==> config.mk <==
export PLATFORM = sky130hd
export DESIGN_NAME = bps_seq_flat
export DESIGN_NICKNAME = d
export VERILOG_FILES = /design/src/rtl/bps_pkg.sv /design/src/rtl/bps_seq_if.sv /design/src/rtl/bps_seq_wdog.sv /design/src/rtl/bps_seq.sv /design/src/flat_wrapper.sv
export SDC_FILE = /design/constraint.sdc
export NUM_CORES = 1
export LEC_CHECK = 0
export ABC_CLOCK_PERIOD_IN_PS = 3000
export CORE_MARGIN = 4
export CORE_UTILIZATION = 42
export DETAILED_ROUTE_END_ITERATION = 7
export GPL_TIMING_DRIVEN = 1
export PLACE_DENSITY = 0.85
export SYNTH_ARGS = -nofsm -noshare
export SYNTH_HDL_FRONTEND = slang
export SYNTH_HIERARCHICAL = 1
export SYNTH_SLANG_ARGS = --single-unit
==> constraint.sdc <==
create_clock -name clk -period 3 [get_ports clk]
set_input_delay 0.6 -clock clk [delete_from_list [all_inputs] [get_ports clk]]
set_output_delay 0.6 -clock clk [all_outputs]
set_load 0.1 [all_outputs]
==> src/rtl/bps_pkg.sv <==
// Shared definitions for the bps opcode sequencer and future multi-tile
// schedulers: opcode encoding as seen by the bps tile and the sequencer
// FSM state encoding.
package bps_pkg;

  localparam int OP_W = 3;

  localparam logic [OP_W-1:0] OP_IDLE       = 3'd0;
  localparam logic [OP_W-1:0] OP_LOAD       = 3'd1;
  localparam logic [OP_W-1:0] OP_DOWN       = 3'd2;
  localparam logic [OP_W-1:0] OP_UP         = 3'd3;
  localparam logic [OP_W-1:0] OP_STORE_DOWN = 3'd4;
  localparam logic [OP_W-1:0] OP_STORE_UP   = 3'd5;

  typedef enum logic [2:0] {
    ST_IDLE,
    ST_ISSUE,
    ST_GUARD,
    ST_WAIT,
    ST_NEXT,
    ST_FIN
  } bps_state_e;

endpackage

==> src/rtl/bps_seq_if.sv <==
// Opcode bus between the sequencer (master) and one bps tile (slave).
interface bps_seq_if;
  import bps_pkg::*;

  logic [OP_W-1:0] bps_opcode;
  logic [63:0]     bps_addr_base;
  logic            bps_stall;

  modport master (output bps_opcode, output bps_addr_base, input bps_stall);
  modport slave  (input bps_opcode, input bps_addr_base, output bps_stall);
endinterface

==> src/rtl/bps_seq_wdog.sv <==
// Watchdog for the WAIT state: counts cycles spent waiting on bps_stall and
// flags expiry on the cycle the count reaches all-ones.
module bps_seq_wdog #(
  parameter int TIMEOUT_W = 20
) (
  input  logic clk,
  input  logic rst,
  input  logic clr_i,
  input  logic inc_i,
  output logic expire_o
);

  localparam logic [TIMEOUT_W-1:0] CNT_MAX = '1;

  logic [TIMEOUT_W-1:0] cnt_q, cnt_d;

  // Next count: clear on GUARD entry, saturating increment while waiting
  always_comb begin
    cnt_d = cnt_q;
    if (clr_i) begin
      cnt_d = '0;
    end else if (inc_i && (cnt_q != CNT_MAX)) begin
      cnt_d = cnt_q + 1'b1;
    end
  end

  // Counter register
  always_ff @(posedge clk) begin
    if (rst) begin
      cnt_q <= '0;
    end else begin
      cnt_q <= cnt_d;
    end
  end

  assign expire_o = inc_i && (cnt_q == (CNT_MAX - 1'b1));

endmodule

==> src/rtl/bps_seq.sv <==
// bps_seq: opcode sequencer for one bps tile. Issues LOAD, then N passes of
// DOWN / STORE_DOWN / UP / STORE_UP as one-cycle pulses, waiting for
// bps_stall to clear between opcodes.
// Optional feature: define BPS_SEQ_TIMEOUT_EN to add the WAIT watchdog that
// raises error and ends the run; without it error is tied low.
module bps_seq
  import bps_pkg::*;
#(
  parameter int ITER_W    = 16,
  parameter int GUARD     = 1,
  parameter int TIMEOUT_W = 20
) (
  input  logic              clk,
  input  logic              rst,
  input  logic              start,
  input  logic              abort,
  input  logic [ITER_W-1:0] iterations,
  input  logic [63:0]       addr_base_in,
  input  logic              store_last_only,
  bps_seq_if.master         bps,
  output logic              busy,
  output logic              done,
  output logic [ITER_W-1:0] iter_count,
  output logic              error
);

  if (GUARD < 1 || GUARD > 3 || TIMEOUT_W < 2) begin : g_bad_param
    $error("bps_seq: GUARD must be 1..3 and TIMEOUT_W at least 2");
  end

  localparam logic [1:0] GUARD_LAST = 2'(GUARD - 1);

  bps_state_e        state_q, state_d;
  logic [OP_W-1:0]   op_q, op_d;
  logic [ITER_W-1:0] iter_q, iter_d;
  logic [ITER_W-1:0] iters_q, iters_d;
  logic [63:0]       addr_q, addr_d;
  logic              sll_q, sll_d;
  logic              abort_q, abort_d;
  logic [1:0]        gcnt_q, gcnt_d;
  logic [OP_W-1:0]   opcode_c;
  logic              iter_end;

  logic              busy_c;
  logic              abort_seen;
  logic [ITER_W:0]   iter_p1;
  logic              skip_store;
  logic              iter_last;
  logic [ITER_W-1:0] iter_sat;

  // Iteration bookkeeping shared by the NEXT-state decisions
  assign busy_c     = (state_q != ST_IDLE);
  assign abort_seen = abort_q | abort;
  assign iter_p1    = {1'b0, iter_q} + {{ITER_W{1'b0}}, 1'b1};
  assign skip_store = sll_q && (iter_p1 < {1'b0, iters_q});
  assign iter_last  = (iter_p1 >= {1'b0, iters_q});
  assign iter_sat   = (iter_q < iters_q) ? iter_p1[ITER_W-1:0] : iter_q;

`ifdef BPS_SEQ_TIMEOUT_EN
  logic wd_clr, wd_inc, wd_expire;
  logic err_q, err_d;

  bps_seq_wdog #(.TIMEOUT_W(TIMEOUT_W)) u_wdog (
    .clk      (clk),
    .rst      (rst),
    .clr_i    (wd_clr),
    .inc_i    (wd_inc),
    .expire_o (wd_expire)
  );

  // Sticky watchdog flag, cleared by reset or a newly accepted start
  always_ff @(posedge clk) begin
    if (rst) begin
      err_q <= 1'b0;
    end else begin
      err_q <= err_d;
    end
  end

  assign error = err_q;
`else
  assign error = 1'b0;
`endif

  // Next-state, opcode pulse and run bookkeeping
  always_comb begin
    state_d  = state_q;
    op_d     = op_q;
    iter_d   = iter_q;
    iters_d  = iters_q;
    addr_d   = addr_q;
    sll_d    = sll_q;
    abort_d  = abort_q;
    gcnt_d   = gcnt_q;
    opcode_c = OP_IDLE;
    iter_end = 1'b0;
`ifdef BPS_SEQ_TIMEOUT_EN
    wd_clr   = 1'b0;
    wd_inc   = 1'b0;
    err_d    = err_q;
`endif

    if (busy_c && abort) begin
      abort_d = 1'b1;
    end

    unique case (state_q)
      ST_IDLE: begin
        if (start) begin
          iters_d = iterations;
          addr_d  = addr_base_in;
          sll_d   = store_last_only;
          iter_d  = '0;
          abort_d = 1'b0;
`ifdef BPS_SEQ_TIMEOUT_EN
          err_d   = 1'b0;
`endif
          if (iterations == '0) begin
            state_d = ST_FIN;
          end else begin
            op_d    = OP_LOAD;
            state_d = ST_ISSUE;
          end
        end
      end

      ST_ISSUE: begin
        // The pulse is gated combinationally so it never overlaps a stall
        if (!bps.bps_stall) begin
          opcode_c = op_q;
          gcnt_d   = '0;
          state_d  = ST_GUARD;
`ifdef BPS_SEQ_TIMEOUT_EN
          wd_clr   = 1'b1;
`endif
        end
      end

      ST_GUARD: begin
        if (gcnt_q == GUARD_LAST) begin
          state_d = ST_WAIT;
        end else begin
          gcnt_d = gcnt_q + 1'b1;
        end
      end

      ST_WAIT: begin
        if (!bps.bps_stall) begin
          state_d = ST_NEXT;
        end
`ifdef BPS_SEQ_TIMEOUT_EN
        else begin
          wd_inc = 1'b1;
          if (wd_expire) begin
            err_d   = 1'b1;
            state_d = ST_FIN;
          end
        end
`endif
      end

      ST_NEXT: begin
        state_d = ST_ISSUE;
        case (op_q)
          OP_LOAD: begin
            if (abort_seen) begin
              state_d = ST_FIN;
            end else begin
              op_d = OP_DOWN;
            end
          end
          OP_DOWN:       op_d = skip_store ? OP_UP : OP_STORE_DOWN;
          OP_STORE_DOWN: op_d = OP_UP;
          OP_UP: begin
            if (skip_store) begin
              iter_end = 1'b1;
            end else begin
              op_d = OP_STORE_UP;
            end
          end
          default:       iter_end = 1'b1;
        endcase
        if (iter_end) begin
          iter_d = iter_sat;
          if (iter_last || abort_seen) begin
            state_d = ST_FIN;
          end else begin
            op_d = OP_DOWN;
          end
        end
      end

      ST_FIN: begin
        abort_d = 1'b0;
        state_d = ST_IDLE;
      end

      default: state_d = ST_IDLE;
    endcase
  end

  // Control state with synchronous reset
  always_ff @(posedge clk) begin
    if (rst) begin
      state_q <= ST_IDLE;
      op_q    <= OP_IDLE;
      iter_q  <= '0;
      addr_q  <= '0;
      abort_q <= 1'b0;
      gcnt_q  <= '0;
    end else begin
      state_q <= state_d;
      op_q    <= op_d;
      iter_q  <= iter_d;
      addr_q  <= addr_d;
      abort_q <= abort_d;
      gcnt_q  <= gcnt_d;
    end
  end

  // Run parameters latched on start; only meaningful while busy
  always_ff @(posedge clk) begin
    iters_q <= iters_d;
    sll_q   <= sll_d;
  end

  assign bps.bps_opcode    = opcode_c;
  assign bps.bps_addr_base = addr_q;
  assign busy              = busy_c;
  assign done              = (state_q == ST_FIN);
  assign iter_count        = iter_q;

endmodule

==> src/flat_wrapper.sv <==
// flat-port wrapper written by rule: the top's interface ports become plain ports
module bps_seq_flat import bps_pkg::*;
#(
  parameter int ITER_W    = 16,
  parameter int GUARD     = 1,
  parameter int TIMEOUT_W = 20
)
  (clk, rst, start, abort, iterations, addr_base_in, store_last_only, busy, done, iter_count, error, bps_bps_opcode, bps_bps_addr_base, bps_bps_stall);
  bps_seq_if bps_i ();
  input  logic clk;
  input  logic rst;
  input  logic start;
  input  logic abort;
  input  logic [ITER_W-1:0] iterations;
  input  logic [63:0] addr_base_in;
  input  logic store_last_only;
  output logic busy;
  output logic done;
  output logic [ITER_W-1:0] iter_count;
  output logic error;
  output wire logic [$bits(bps_i.bps_opcode)-1:0] bps_bps_opcode;
  output wire logic [$bits(bps_i.bps_addr_base)-1:0] bps_bps_addr_base;
  input wire logic [$bits(bps_i.bps_stall)-1:0] bps_bps_stall;
  assign bps_bps_opcode = bps_i.bps_opcode;
  assign bps_bps_addr_base = bps_i.bps_addr_base;
  assign bps_i.bps_stall = bps_bps_stall;
  bps_seq #(.ITER_W(ITER_W), .GUARD(GUARD), .TIMEOUT_W(TIMEOUT_W)) u_core (.clk(clk), .rst(rst), .start(start), .abort(abort), .iterations(iterations), .addr_base_in(addr_base_in), .store_last_only(store_last_only), .bps(bps_i), .busy(busy), .done(done), .iter_count(iter_count), .error(error));
endmodule
==> results.txt <==
- The count of nets left with antenna violations once routing finished came out at 0.
* Fraction of synthesized cell area in xor and xnor cells: 0.0256
- Largest buffer count on any clock path: 2
- Boundary pin count: around 170
- After clock tree synthesis, the clock-pin slew on the worst setup and hold paths is around 0.080 ns.
- The HPWL after detailed placement is 10.5 mm.
* Combinational share of power: 0.375
* Width of the die: roughly 120 µm
- The min-delay analysis places its worst path in the category flop to flop.
- In the final layout, the multi-input gates occupy 2760 µm².
- Final layout net count: between 900 and 1,000
- After detailed routing, the number of vias per cell comes to 5.30.
* Mean Syn Cell Area: 8.36 µm²
* Worst EP arrival: between 3 and 4 ns
* Number of warning messages in the yosys log: 6
- Net switching share of the total power: 0.424
* Number of clock sinks: between 100 and 150
* DRC marker count from the first detailed-route iteration: between 300 and 400
* Clock share of power: 0.259
- Final Worst Setup Slack: -0.0245 ns
- The die covers 14,000 µm².
- Number of flops mapped to enable cells by yosys: 17
- After technology mapping, the gate count stands at roughly 610.
- The finished layout holds a little over 900 standard cells, fillers aside.
- Leading cell types in the layout, fill and taps excluded: nand2_1 (152), buf_4 (103), a21oi_1 (89)
- # rows: 40
- Internal power: 2.65 mW
- Via count: about 5,000
- Final hold violations: 0
- The first global-routing pass estimated 22.3 mm of wire.
* Die Span Y: between 100 and 150 µm
* Routed wire length per instance: around 15 µm
- Registers take ~2300 µm².
- After routing the design area is between 7000 and 8000 µm².
- Core ar.: between 10,000 and 15,000 µm²
* Power per unit of standard cell area: roughly 620 nW/µm²
* CTS root buf: clkbuf_16
- Endpoint type of the worst setup path: flop
- In the finished design, the share of the clock period the worst path needs comes to 1.01.
* Post-layout min period: 3.02 ns
* Area Overhead vs Synth: 44.9%
* Post-synthesis sequential area ratio: 0.447
- Pin count of the biggest net entering global routing: between 70 and 80
- After synthesis, the share of cell area in mux cells is 0.
- Synthesized-area fraction occupied by and/or/nand/nor cells: 0.221
- The compound-gate portion of the synthesized area came to 0.170.
- Final count of negative-setup-slack endpoints: 1
- Standby leakage power: approximately 3.1 nW
- Most instantiated flip-flop cell in the synthesis netlist: dfxtp_1
- Final number of max-transition violations: 0
- GRT Overall Usage: 0.195
- In this run, placement finished with an instance count of roughly 920.
- For this run, the share of the core covered by cells in the final layout is 0.621.
- Total net switching power: between 1.5 and 2 mW
* Async S/R FF share, synth: 0
* Port Buffer Count: 170
- Total global routing overflow: 0
- The share of total power dissipated in sequential elements is 0.366.
- Startpoint kind of the worst setup timing path: flop
- Detailed-router iteration count before antenna repair: 4
* Maximum frequency from static timing analysis: 331 MHz
- After synthesis the netlist holds a flip-flop and latch count of 106.
* Maximum level of the CTS H-tree: 3
- The library cell used most frequently in the layout, excluding fill and tap cells, is nand2_1.
* Vias in the first global route: around 4,700
- For this run, design rule violations remaining after detail routing come to 0.
- TritonCTS built the clock tree.
* Clock skew after layout: 0.00923 ns
- Once placement finished, the instance area stood at ~7000 µm².
- Status: finished with violations
- Post-synthesis adder-cell area fraction: 0.0830
- Layout fillers: between 900 and 1,000
- The number of nets in the synthesized netlist is roughly 730.
- The worst setup path is of the flop to flop kind.
- Unrepaired setup endpoints after global routing: true
- Max-cap violations in this run came to 0.
- At the worst endpoint, the required time is between 3 and 4 ns.
- The number of antenna diodes in the final layout is 0.
- The netlist uses 57 different library cells.
* Largest family of logic cells by synthesized area: simple AND/OR/NAND/NOR gates
- Actual slew at the worst max-slew pin: roughly 0.60 ns
- GP Congestion: 0.913
* Initial antenna violation count: 0
- Failing checks: negative setup slack
- The design draws around 4.6 mW.
* Critical path peak fanout: 8
- Across the VDD grid, the largest voltage drop is ~0.46 mV.
* Clock buffers created by TritonCTS: 9
- Combined area of all synthesized cells: 5120 µm²
- Skew-Pair Late Insertion Delay: roughly 0.36 ns
- The routed design has between 10 and 15 mm of wire.
- The initial utilization of the core area, before any placement, comes to 0.428.
- Measured against its own limit, the worst slew margin works out to 0.600.
- Fraction of final layout cells sized beyond drive strength 1: 0.227
-- layer usage --
metal  vias to the layer above  global-route usage  wire [µm]
li1                       2462                   -          -
met1                      2275               0.217       5580
met2                       191               0.337       7140
met3                        25              0.0751       1280
met4                         0              0.0753        308
met5                         -                   0          0
-- power groups by stage --
stage | Combinational [mW] | Clock, mW | Sequential (mW)
2_1_floorplan | 0.538 | 0 | 2.44
3_3_place_gp | 1.69 | 0 | 1.71
3_5_place_dp | 1.70 | 0 | 1.72
4_1_cts | 1.70 | 1.22 | 1.69
5_1_grt | 1.82 | 1.28 | 1.71
6_report | 1.72 | 1.19 | 1.69
-- cells in the mapped netlist (all sizes together) (7+ instances only) --
cell    count  share of area
a21oi      90          0.088
buf        11          0.013
clkbuf     26          0.019
dfxtp      89           0.35
edfxtp     17           0.10
ha         34          0.083
inv        27          0.020
nand2     154           0.11
nand3      14          0.016
nand4      12          0.015
nor2       23          0.017
nor3       11          0.013
o211ai      7          0.010
o21ai      11          0.011
o31ai       7          0.012
xnor2       9          0.015
-- what timing repair did --
| action | CTS | global route |
|---|---|---|
| pin swaps | 3 | 14 |
| cloned | 0 | 2 |
| buffers inserted | 0 | 1 |
| hold buffers | 0 | 0 |
| endpoints found under the setup margin | 10 | 18 |
| gates resized for setup | 2 | 26 |
-- through the flow --
| step | setup WS [ns] | hold slack, ns | TNS, ns |
|---|---|---|---|
| detailed placement | -0.0327 | 0.447 | -0.114 |
| global route | -0.109 | 0.470 | -0.357 |
| finish | -0.0245 | 0.455 | -0.0245 |
| floorplan | -0.153 | 0.503 | -1.44 |
| CTS | 0.00497 | 0.458 | 0 |
| global placement | 0.0298 | 0.441 | 0 |
-- kinds of logic (layout without fill, tap and decap cells) --
| kind of cell | after synthesis | count (layout) |
|---|---|---|
| and+or+nand+nor | 249 | 249 |
| AOI/OAI and AO/OA | 144 | 144 |
| DFF | 106 | 106 |
| buffers and inverters | 64 | 239 |
| adders and majority gates | 34 | 34 |
| xor gates and xnor gates | 15 | 15 |
| other | 1 | 1 |
-- area by class of cell --
| cell class | instances | area share |
|---|---|---|
| multi-input combinational | 443 | 0.371 |
| timing repair buffer | 196 | 0.234 |
| clock inverter | 6 | 0.00978 |
| inverter | 27 | 0.0137 |
| sequential | 106 | 0.314 |
| clock buffer | 10 | 0.0322 |
| tap | 147 | 0.0248 |
-- flip-flops by register name (all words and copies together) (netlist names) --
name / flops
u_core/bps.bps_addr_base: 64
u_core/gcnt_q: 2
u_core/sll_q: 1
u_core/op_q: 3
u_core/iters_q: 16
u_core/iter_count: 16
u_core/state_q: 3
u_core/abort_q: 1
-- critical path: stages (launching register included) --
cell      delay, ns
dfxtp_4        0.37
ha_4           0.14
and3_4         0.20
nand3_4        0.12
nand2b_4       0.18
xnor2_2        0.14
ha_1           0.32
a21oi_1        0.12
o21ai_0        0.11
nand2b_1       0.09
nand4_1        0.15
o31a_4         0.43
or4_4          0.43
a21oi_2        0.15
-- path summary, 6_finish.rpt --
path	cells after the start	start	slack, ns	end
max	13	u_core/iter_count[0]	-0.02	u_core/iter_count[6]
min	2	u_core/bps.bps_addr_base[28]	0.46	u_core/bps.bps_addr_base[28]
max reg2reg	13	u_core/iter_count[0]	-0.02	u_core/iter_count[6]
min reg2reg	2	u_core/bps.bps_addr_base[28]	0.46	u_core/bps.bps_addr_base[28]
Power figures use the tool's default switching activity.
